File: src/rtl/if_stage_if.sv
// Instruction-memory request/acknowledge port between the fetch stage and
// the instruction memory.
interface if_stage_if;
    logic        imem_req;
    logic [31:0] imem_addr;
    logic        imem_ack;
    logic [31:0] imem_rdata;

    modport master (
        output imem_req,
        output imem_addr,
        input  imem_ack,
        input  imem_rdata
    );

    modport slave (
        input  imem_req,
        input  imem_addr,
        output imem_ack,
        output imem_rdata
    );
endinterface

File: src/rtl/if_stage.sv
// Instruction-fetch stage with IF/ID pipeline register and a one-entry skid
// buffer that catches a word returned while decode is stalled.
//
// state | meaning
// ------+---------------------------------------------------------------
// FETCH | request outstanding at pc; IF/ID loads on ack unless stalled
// BUF   | fetched word parked in skid register; no request until drained
module if_stage #(
    parameter logic [31:0] RESET_PC = 32'h0000_0000
) (
    input  logic              clk,
    input  logic              rst,
    input  logic              stall,
    input  logic              redirect,
    input  logic [31:0]       redirect_pc,
    if_stage_if.master        imem,
    output logic              ifid_valid,
    output logic [31:0]       ifid_instr,
    output logic [31:0]       ifid_pc4,
    output logic [5:0]        opcode,
    output logic [5:0]        funct
);

    typedef enum logic {FETCH, BUF} state_t;

    state_t      state, state_n;
    logic [31:0] pc, pc_n;
    logic [31:0] pc_plus4;
    logic [31:0] skid_instr, skid_instr_n;
    logic [31:0] skid_pc4, skid_pc4_n;
    logic        ifid_valid_n;
    logic [31:0] ifid_instr_n;
    logic [31:0] ifid_pc4_n;

    // Wraps modulo 2^32 naturally.
    assign pc_plus4 = pc + 32'd4;

    assign imem.imem_req  = (state == FETCH);
    assign imem.imem_addr = pc;

    assign opcode = ifid_instr[31:26];
    assign funct  = ifid_instr[5:0];

    // State, PC, skid buffer and IF/ID register update.
    always_ff @(posedge clk) begin
        if (rst) begin
            state      <= FETCH;
            pc         <= RESET_PC;
            skid_instr <= 32'h0;
            skid_pc4   <= 32'h0;
            ifid_valid <= 1'b0;
            ifid_instr <= 32'h0;
            ifid_pc4   <= 32'h0;
        end else begin
            state      <= state_n;
            pc         <= pc_n;
            skid_instr <= skid_instr_n;
            skid_pc4   <= skid_pc4_n;
            ifid_valid <= ifid_valid_n;
            ifid_instr <= ifid_instr_n;
            ifid_pc4   <= ifid_pc4_n;
        end
    end

    // Next-state logic; redirect outranks stall, ack and the skid buffer.
    always_comb begin
        state_n      = state;
        pc_n         = pc;
        skid_instr_n = skid_instr;
        skid_pc4_n   = skid_pc4;
        ifid_valid_n = ifid_valid;
        ifid_instr_n = ifid_instr;
        ifid_pc4_n   = ifid_pc4;

        if (redirect) begin
            // Masking keeps all redirect_pc bits in use while dropping [1:0].
            pc_n         = redirect_pc & 32'hFFFF_FFFC;
            state_n      = FETCH;
            skid_instr_n = 32'h0;
            skid_pc4_n   = 32'h0;
            ifid_valid_n = 1'b0;
            ifid_instr_n = 32'h0;
            ifid_pc4_n   = 32'h0;
        end else begin
            case (state)
                FETCH: begin
                    if (imem.imem_ack) begin
                        pc_n = pc_plus4;
                        if (stall) begin
                            skid_instr_n = imem.imem_rdata;
                            skid_pc4_n   = pc_plus4;
                            state_n      = BUF;
                        end else begin
                            ifid_valid_n = 1'b1;
                            ifid_instr_n = imem.imem_rdata;
                            ifid_pc4_n   = pc_plus4;
                        end
                    end else if (!stall) begin
                        ifid_valid_n = 1'b0;
                        ifid_instr_n = 32'h0;
                        ifid_pc4_n   = 32'h0;
                    end
                end
                BUF: begin
                    if (!stall) begin
                        ifid_valid_n = 1'b1;
                        ifid_instr_n = skid_instr;
                        ifid_pc4_n   = skid_pc4;
                        state_n      = FETCH;
                    end
                end
                default: state_n = FETCH;
            endcase
        end
    end

endmodule
File: src/flat_wrapper.sv
// flat-port wrapper written by rule: the top's interface ports become plain ports
module if_stage_flat 
#(
    parameter logic [31:0] RESET_PC = 32'h0000_0000
)
  (clk, rst, stall, redirect, redirect_pc, ifid_valid, ifid_instr, ifid_pc4, opcode, funct, imem_imem_req, imem_imem_addr, imem_imem_ack, imem_imem_rdata);
  if_stage_if imem_i ();
  input  logic clk;
  input  logic rst;
  input  logic stall;
  input  logic redirect;
  input  logic [31:0] redirect_pc;
  output logic ifid_valid;
  output logic [31:0] ifid_instr;
  output logic [31:0] ifid_pc4;
  output logic [5:0] opcode;
  output logic [5:0] funct;
  output wire logic [$bits(imem_i.imem_req)-1:0] imem_imem_req;
  output wire logic [$bits(imem_i.imem_addr)-1:0] imem_imem_addr;
  input wire logic [$bits(imem_i.imem_ack)-1:0] imem_imem_ack;
  input wire logic [$bits(imem_i.imem_rdata)-1:0] imem_imem_rdata;
  assign imem_imem_req = imem_i.imem_req;
  assign imem_imem_addr = imem_i.imem_addr;
  assign imem_i.imem_ack = imem_imem_ack;
  assign imem_i.imem_rdata = imem_imem_rdata;
  if_stage #(.RESET_PC(RESET_PC)) u_core (.clk(clk), .rst(rst), .stall(stall), .redirect(redirect), .redirect_pc(redirect_pc), .imem(imem_i), .ifid_valid(ifid_valid), .ifid_instr(ifid_instr), .ifid_pc4(ifid_pc4), .opcode(opcode), .funct(funct));
endmodule
File: config.mk
export PLATFORM = sky130hd
export DESIGN_NAME = if_stage_flat
export DESIGN_NICKNAME = d
export VERILOG_FILES = /design/src/rtl/if_stage_if.sv /design/src/rtl/if_stage.sv /design/src/flat_wrapper.sv
export SDC_FILE = /design/constraint.sdc
export NUM_CORES = 1
export LEC_CHECK = 0
export CAP_MARGIN = 30
export CORE_MARGIN = 5
export CORE_UTILIZATION = 25
export DETAILED_ROUTE_END_ITERATION = 16
export SKIP_LAST_GASP = 1
export SYNTH_ARGS = -nofsm -noshare
export SYNTH_HDL_FRONTEND = slang
export SYNTH_SLANG_ARGS = --single-unit
File: constraint.sdc
create_clock -name clk -period 2.6 [get_ports clk]
set_clock_uncertainty 0.1 [all_clocks]
set_input_delay 0.39 -clock clk [delete_from_list [all_inputs] [get_ports clk]]
set_output_delay 0.39 -clock clk [all_outputs]
set_load 0.01 [all_outputs]
==> results.toml, run 1 <==
[final_layout]
drive_gt1_frac = 0.08786
area_growth_pct = 38.62
num-nets-final = 1161
n_antenna_cell = 0

[timing]
max_freq_ghz = 0.4114
hold_violations = 0
hold_slack_ns = 0.2968
worst_slew_pin_slew_ns = 0.5451
setup_viol = 0
final.setup.tns_ns = 0
relSlewSlack = 0.6332
min_period_ns = 2.431
drv_slew = 0
rsz0062_at_grt = "no"
period_share = 0.9350

[grt]
grt_max_degree = 69
grt_pass1_wl_mm = 38.96
grt_use_total = 0.1466
grt_pass1_vias = 6831
use_met2 = 0.2245
antenna_found_initial = 0
grt.met3_usage = 0.03537
busiest_layer = "met2"
overflow = 0
grt_util_met1 = 0.2039

[critical_path]
ff2ff_setup_slack_ns = 0.17
path_class = "reg -> reg"
critPathRequiredTime_ns = 2.86
cp_max_fo = 7
cp.arrival_ns = 2.69
startpoint_type = "flop"
endpoint_kind = "flop"
worst_r2r_path_depth = 5

[floorplanning]
rows = 62
dieArea_um2 = 32340
die_h_um = 179.8
pin_count = 179
start_util = 0.2519
fp.dieW_um = 179.8
placeableCoreArea_um2 = 28630

[route]
drt-total-wl_mm = 24.24
routed_via_density = 4.799
vias = 7141
first_pass_iters = 5
drt_iter0_markers = 562
ant_nets = 0
remaining_drc_errors = 0
wl_per_cell_um = 16.29

[synthesis]
synth_cell_type_count = 49
synth.ff_latch_count = 156
synth_cells = 947
synth-async-reset-ratio = 0
synth_seq_area_share = 0.4330
avgSynthCellArea_um2 = 7.616
yosysTopAreaCell = "dfxtp_1"
netlist_area_um2 = 7212
yosys.area.top_type_share = 0.4330
synthTopCellsByCount = "dfxtp_1, a21oi_1, nand2_1, nor2_1, clkbuf_1"
yosysMostFrequentCell = "dfxtp_1"
synth_enable_flop_cells = 0
synth.area.top_cells = "dfxtp_1, a21oi_1, nand2_1"
ys_warn_count = 0
synth_flop_cell = "dfxtp_1"

[worst_hold_path]
min_path_cells = 3
hp-class = "in -> reg"

[power_and_ir_drop]
ir_drop_mv = 0.4240
leakage_nw = 3.465
cellPowerDensity_nw_per_um2 = 581.5

[place]
io_buffers = 172
place_hpwl_mm = 16.99
place_congestion = 0.8769

[flow_run]
drv_cap = 0

[clock_tree]
cts_sinks = 156
cts_max_path_buffers = 2
cts.repair.resized = 0
cts_made_buffers = 17
postCtsSetupRepairBufs = 0
cts_root_buffer = "clkbuf_16"
cts_max_level = 4
clk_latency_ns = 0.44
ctsHoldBuffers = 0
cts_tree = "built"
clk_pin_slew_ns = 0.08

[status]
status = "complete, no violations"
kinds of logic (layout without fill, tap and decap cells):
family | after synthesis | count (layout) | synth area share
AO/OA/AOI/OAI | 256 | 256 | 0.2012
other | 1 | 4 | 0.0005200
adder cells (fa/ha/maj) | 1 | 1 | 0.001735
XOR/XNOR | 45 | 45 | 0.05465
buffers and inverters | 105 | 259 | 0.06419
AND/OR/NAND/NOR | 378 | 378 | 0.2377
flip-flops | 156 | 156 | 0.4330
multiplexers | 5 | 5 | 0.006940
flip-flops by register name, indices dropped and copies added (netlist names):
| name | flops |
|---|---|
| u_core.ifid_instr | 32 |
| u_core.skid_instr | 32 |
| u_core.ifid_pc4 | 30 |
| u_core.imem.imem_addr | 30 |
| u_core.skid_pc4 | 30 |
| u_core.ifid_valid | 1 |
| u_core.state | 1 |
per-stage QoR:
| stage | instances | utilization | worst slack [ns] | instance area [um^2] | power, mW |
|---|---|---|---|---|---|
| 6_report | 1488 | 0.3492 | 0.1690 | 9997 | 5.814 |
| 5_1_grt | 1488 | 0.3492 | 0.03612 | 9997 | 6.055 |
| 4_1_cts | 1488 | 0.3492 | 0.1982 | 9997 | 5.878 |
| 3_5_place_dp | 1456 | 0.3288 | 0.2370 | 9413 | 3.367 |
| 3_3_place_gp | 1456 | 0.3288 | 0.2692 | 9413 | 3.361 |
| 2_1_floorplan | 950 | - | 0.3992 | 7223 | 2.969 |
final cells by class:
type                       instances  area (um^2)
fill                            2949        18630
multi-input combinational        689         3652
sequential                       156         3124
timing repair buffer             220         2130
tap                              384        480.5
clock buffer                      18        439.2
clock inverter                    14        145.1
inverter                           7        26.28
cell usage in the layout (no fill, tap or decap), drive strengths merged, types with 23 or more instances in the layout:
cell type        n
clkdlybuf4s50  171
dfxtp          156
a21oi          151
nand2          138
nor2           117
nand3           49
buf             49
o21ai           48
nor3            25
xnor2           24
a211oi          23
metal layers:
layer | share of wire | vias up
met1 | 0.47 | 3317
met3 | 0.064 | 27
met4 | 0.022 | 0
li1 | - | 3537
met2 | 0.45 | 260
met5 | 0 | -
worst max-delay path, cell delays in order, from the launching register on:
cell and delay (ns):
dfxtp_1 0.53, nand4_1 0.33, or4_1 0.65, nor4_1 0.40, o221ai_1 0.17, a21oi_1 0.17
worst paths after layout:
check,end,from
worst max-delay path,u_core.ifid_pc4[24]$_SDFFE_PP0P_,u_core.imem.imem_addr[11]$_SDFFE_PP0P_
worst min-delay path,u_core.ifid_instr[24]$_SDFFE_PP0P_,stall
worst max register to register,u_core.ifid_pc4[24]$_SDFFE_PP0P_,u_core.imem.imem_addr[11]$_SDFFE_PP0P_
worst min register to register,u_core.skid_instr[31]$_SDFFE_PP0P_,u_core.skid_instr[31]$_SDFFE_PP0P_
power breakdown:
part	total (mW)	switching [mW]	internal (mW)
logic	0.771	0.411	0.360
registers	2.54	0.0701	2.47
clock network	2.50	1.20	1.31
(Power assumes the default switching activity.)
==> run 2, diff against run 1 <==
--- a/config.mk
+++ b/config.mk
@@ -6,6 +6,7 @@
 export NUM_CORES = 1
 export LEC_CHECK = 0
 export CAP_MARGIN = 30
+export CORE_ASPECT_RATIO = 0.75
 export CORE_MARGIN = 5
 export CORE_UTILIZATION = 25
 export DETAILED_ROUTE_END_ITERATION = 16
==> run 2 against run 1 <==
Sequential cell count unchanged; global-route usage up 0.38 points; register-to-register slack better by 0.08 ns; die area up 0.11%; worst setup slack better by 0.078 ns; largest cell class unchanged; largest power group unchanged; highest routed layer unchanged.
==> results.toml, run 2 (same netlist as run 1, synthesis figures left out) <==
[final_layout]
area_growth_pct = 38.90
n_antenna_cell = 0
stdcell_count = 1494
reg_top3 = "u_core.ifid_instr x32, u_core.skid_instr x32"
drive_gt1_frac = 0.09017
final_cell_mix = "clkdlybuf4s50_1, dfxtp_1, a21oi_1, nand2_1, nor2_1"
num-nets-final = 1167
final_common_cell = "clkdlybuf4s50_1"

[critical_path]
cp_slowest_cell = "or4_1"
path_cells = "nand3_1, or4_1, o31a_1, o21ai_0, a21oi_1"
endpoint_kind = "flop"
cp.arrival_ns = 2.57
cp_max_fo = 9
critPathRequiredTime_ns = 2.81
r2r_start = "u_core.imem.imem_addr[8]$_SDFFE_PP0P_"
crit_start = "u_core.imem.imem_addr[8]$_SDFFE_PP0P_"
worst-path-buf-inv = 0
cpLargestDelayFamily = "simple AND/OR/NAND/NOR gates"
startpoint_type = "flop"
path_class = "reg -> reg"
max_stage_delay_ns = 0.79

[floorplanning]
rows = 53
fp.dieW_um = 206.1
die_h_um = 157.1
placeableCoreArea_um2 = 28250
pin_count = 179
start_util = 0.2553
dieArea_um2 = 32380

[grt]
grt_pass1_vias = 7022
grt_use_total = 0.1504
grt_util_met1 = 0.2105
antenna_found_initial = 0
grt_max_degree = 49
overflow = 0
grt_pass1_wl_mm = 38.50
busiest_layer = "met2"
grt.met3_usage = 0.04161
use_met2 = 0.2321

[clock_tree]
cts_tree = "built"
cts_max_path_buffers = 2
cts_max_level = 4
cts_made_buffers = 17
cts_sinks = 156
cts_root_buffer = "clkbuf_16"
clk_pin_slew_ns = 0.06
clk_latency_ns = 0.43
postCtsSetupRepairBufs = 0
cts.repair.resized = 0
ctsHoldBuffers = 0

[timing]
max_freq_ghz = 0.4250
final.setup.tns_ns = 0
relSlewSlack = 0.6177
rsz0062_at_grt = "no"
drv_slew = 0
hold_violations = 0
period_share = 0.9049
worst_slew_pin_slew_ns = 0.5682
setup_viol = 0
min_period_ns = 2.353
worst_slack_ns = 0.2472

[route]
wl_per_cell_um = 16.46
vias = 7201
first_pass_iters = 5
routed_via_density = 4.820
drt_iter0_markers = 445
drt-total-wl_mm = 24.60
remaining_drc_errors = 0
ant_nets = 0

[power_and_ir_drop]
leakage_nw = 3.475
ir_drop_mv = 0.4304
cellPowerDensity_nw_per_um2 = 568.0

[place]
place_congestion = 0.8550
io_buffers = 172
place_hpwl_mm = 17.55
place_ws_ns = 0.2368
dpl.cell_count = 1463

[worst_hold_path]
min_from = "u_core.skid_instr[3]$_SDFFE_PP0P_"
hp-class = "reg -> reg"

[status]
status = "complete, no violations"

[flow_run]
drv_cap = 0
[run 2: cell types whose count changed in the layout (fill, tap and decap cells not counted)]
cell,before,now
buf_4,45,50
clkinv_2,0,4
inv_6,5,1
inv_8,4,0
clkinvlp_4,2,5
clkbuf_1,0,2
clkinv_8,2,0
buf_12,4,5
bufinv_16,0,1
clkinv_4,1,0
or2_2,1,0
or2_4,0,1
[run 2: report_power, final]
part | internal [mW] | total (mW) | switching (mW)
logic | 0.367 | 0.787 | 0.420
clock network | 1.33 | 2.37 | 1.03
registers | 2.47 | 2.54 | 0.0639
total | 4.17 | 5.69 | 1.52
[run 2: worst reg2reg max path, delay by kind of cell, from the launching register on]
kind               cells  cell delay (ns)
and+or+nand+nor        2             1.15
AOI/OAI and AO/OA      3             0.66
DFF                    1             0.33
[run 2: final timing paths]
kind                                                          end  slack, ns  depth (start not counted)
worst min register to register  u_core.skid_instr[3]$_SDFFE_PP0P_       0.35                          2
worst max register to register   u_core.ifid_pc4[30]$_SDFFE_PP0P_       0.25                          5
worst min-delay path            u_core.skid_instr[3]$_SDFFE_PP0P_       0.35                          2
worst max-delay path             u_core.ifid_pc4[30]$_SDFFE_PP0P_       0.25                          5
[run 2: final cells by class]
| class | instances | area (um^2) |
|---|---|---|
| clock buffers | 20 | 446.7 |
| repair buffers | 226 | 2187 |
| fillers | 3018 | 18230 |
| flip-flops and latches | 156 | 3124 |
| multi-input cells | 689 | 3655 |
| inverters | 7 | 26.28 |
| clock inverters | 11 | 96.34 |
| well taps | 385 | 481.7 |
[run 2: through the flow]
| stage | hold WS [ns] | util | cell area (um^2) | total power, mW |
|---|---|---|---|---|
| 2_1_floorplan | 0.3319 | - | 7223 | 2.969 |
| 3_3_place_gp | 0.3416 | 0.3354 | 9474 | 3.374 |
| 3_5_place_dp | 0.3467 | 0.3354 | 9474 | 3.379 |
| 4_1_cts | 0.3553 | 0.3546 | 10020 | 5.782 |
| 5_1_grt | 0.3775 | 0.3546 | 10020 | 5.954 |
| 6_report | 0.3538 | 0.3546 | 10020 | 5.690 |
[run 2: per-layer routing]
| layer | vias to the layer above | routed length, um |
|---|---|---|
| met2 | 211 | 10950 |
| met4 | 0 | 192 |
| met5 | - | 0 |
| li1 | 3546 | - |
| met3 | 19 | 1560 |
| met1 | 3425 | 11900 |
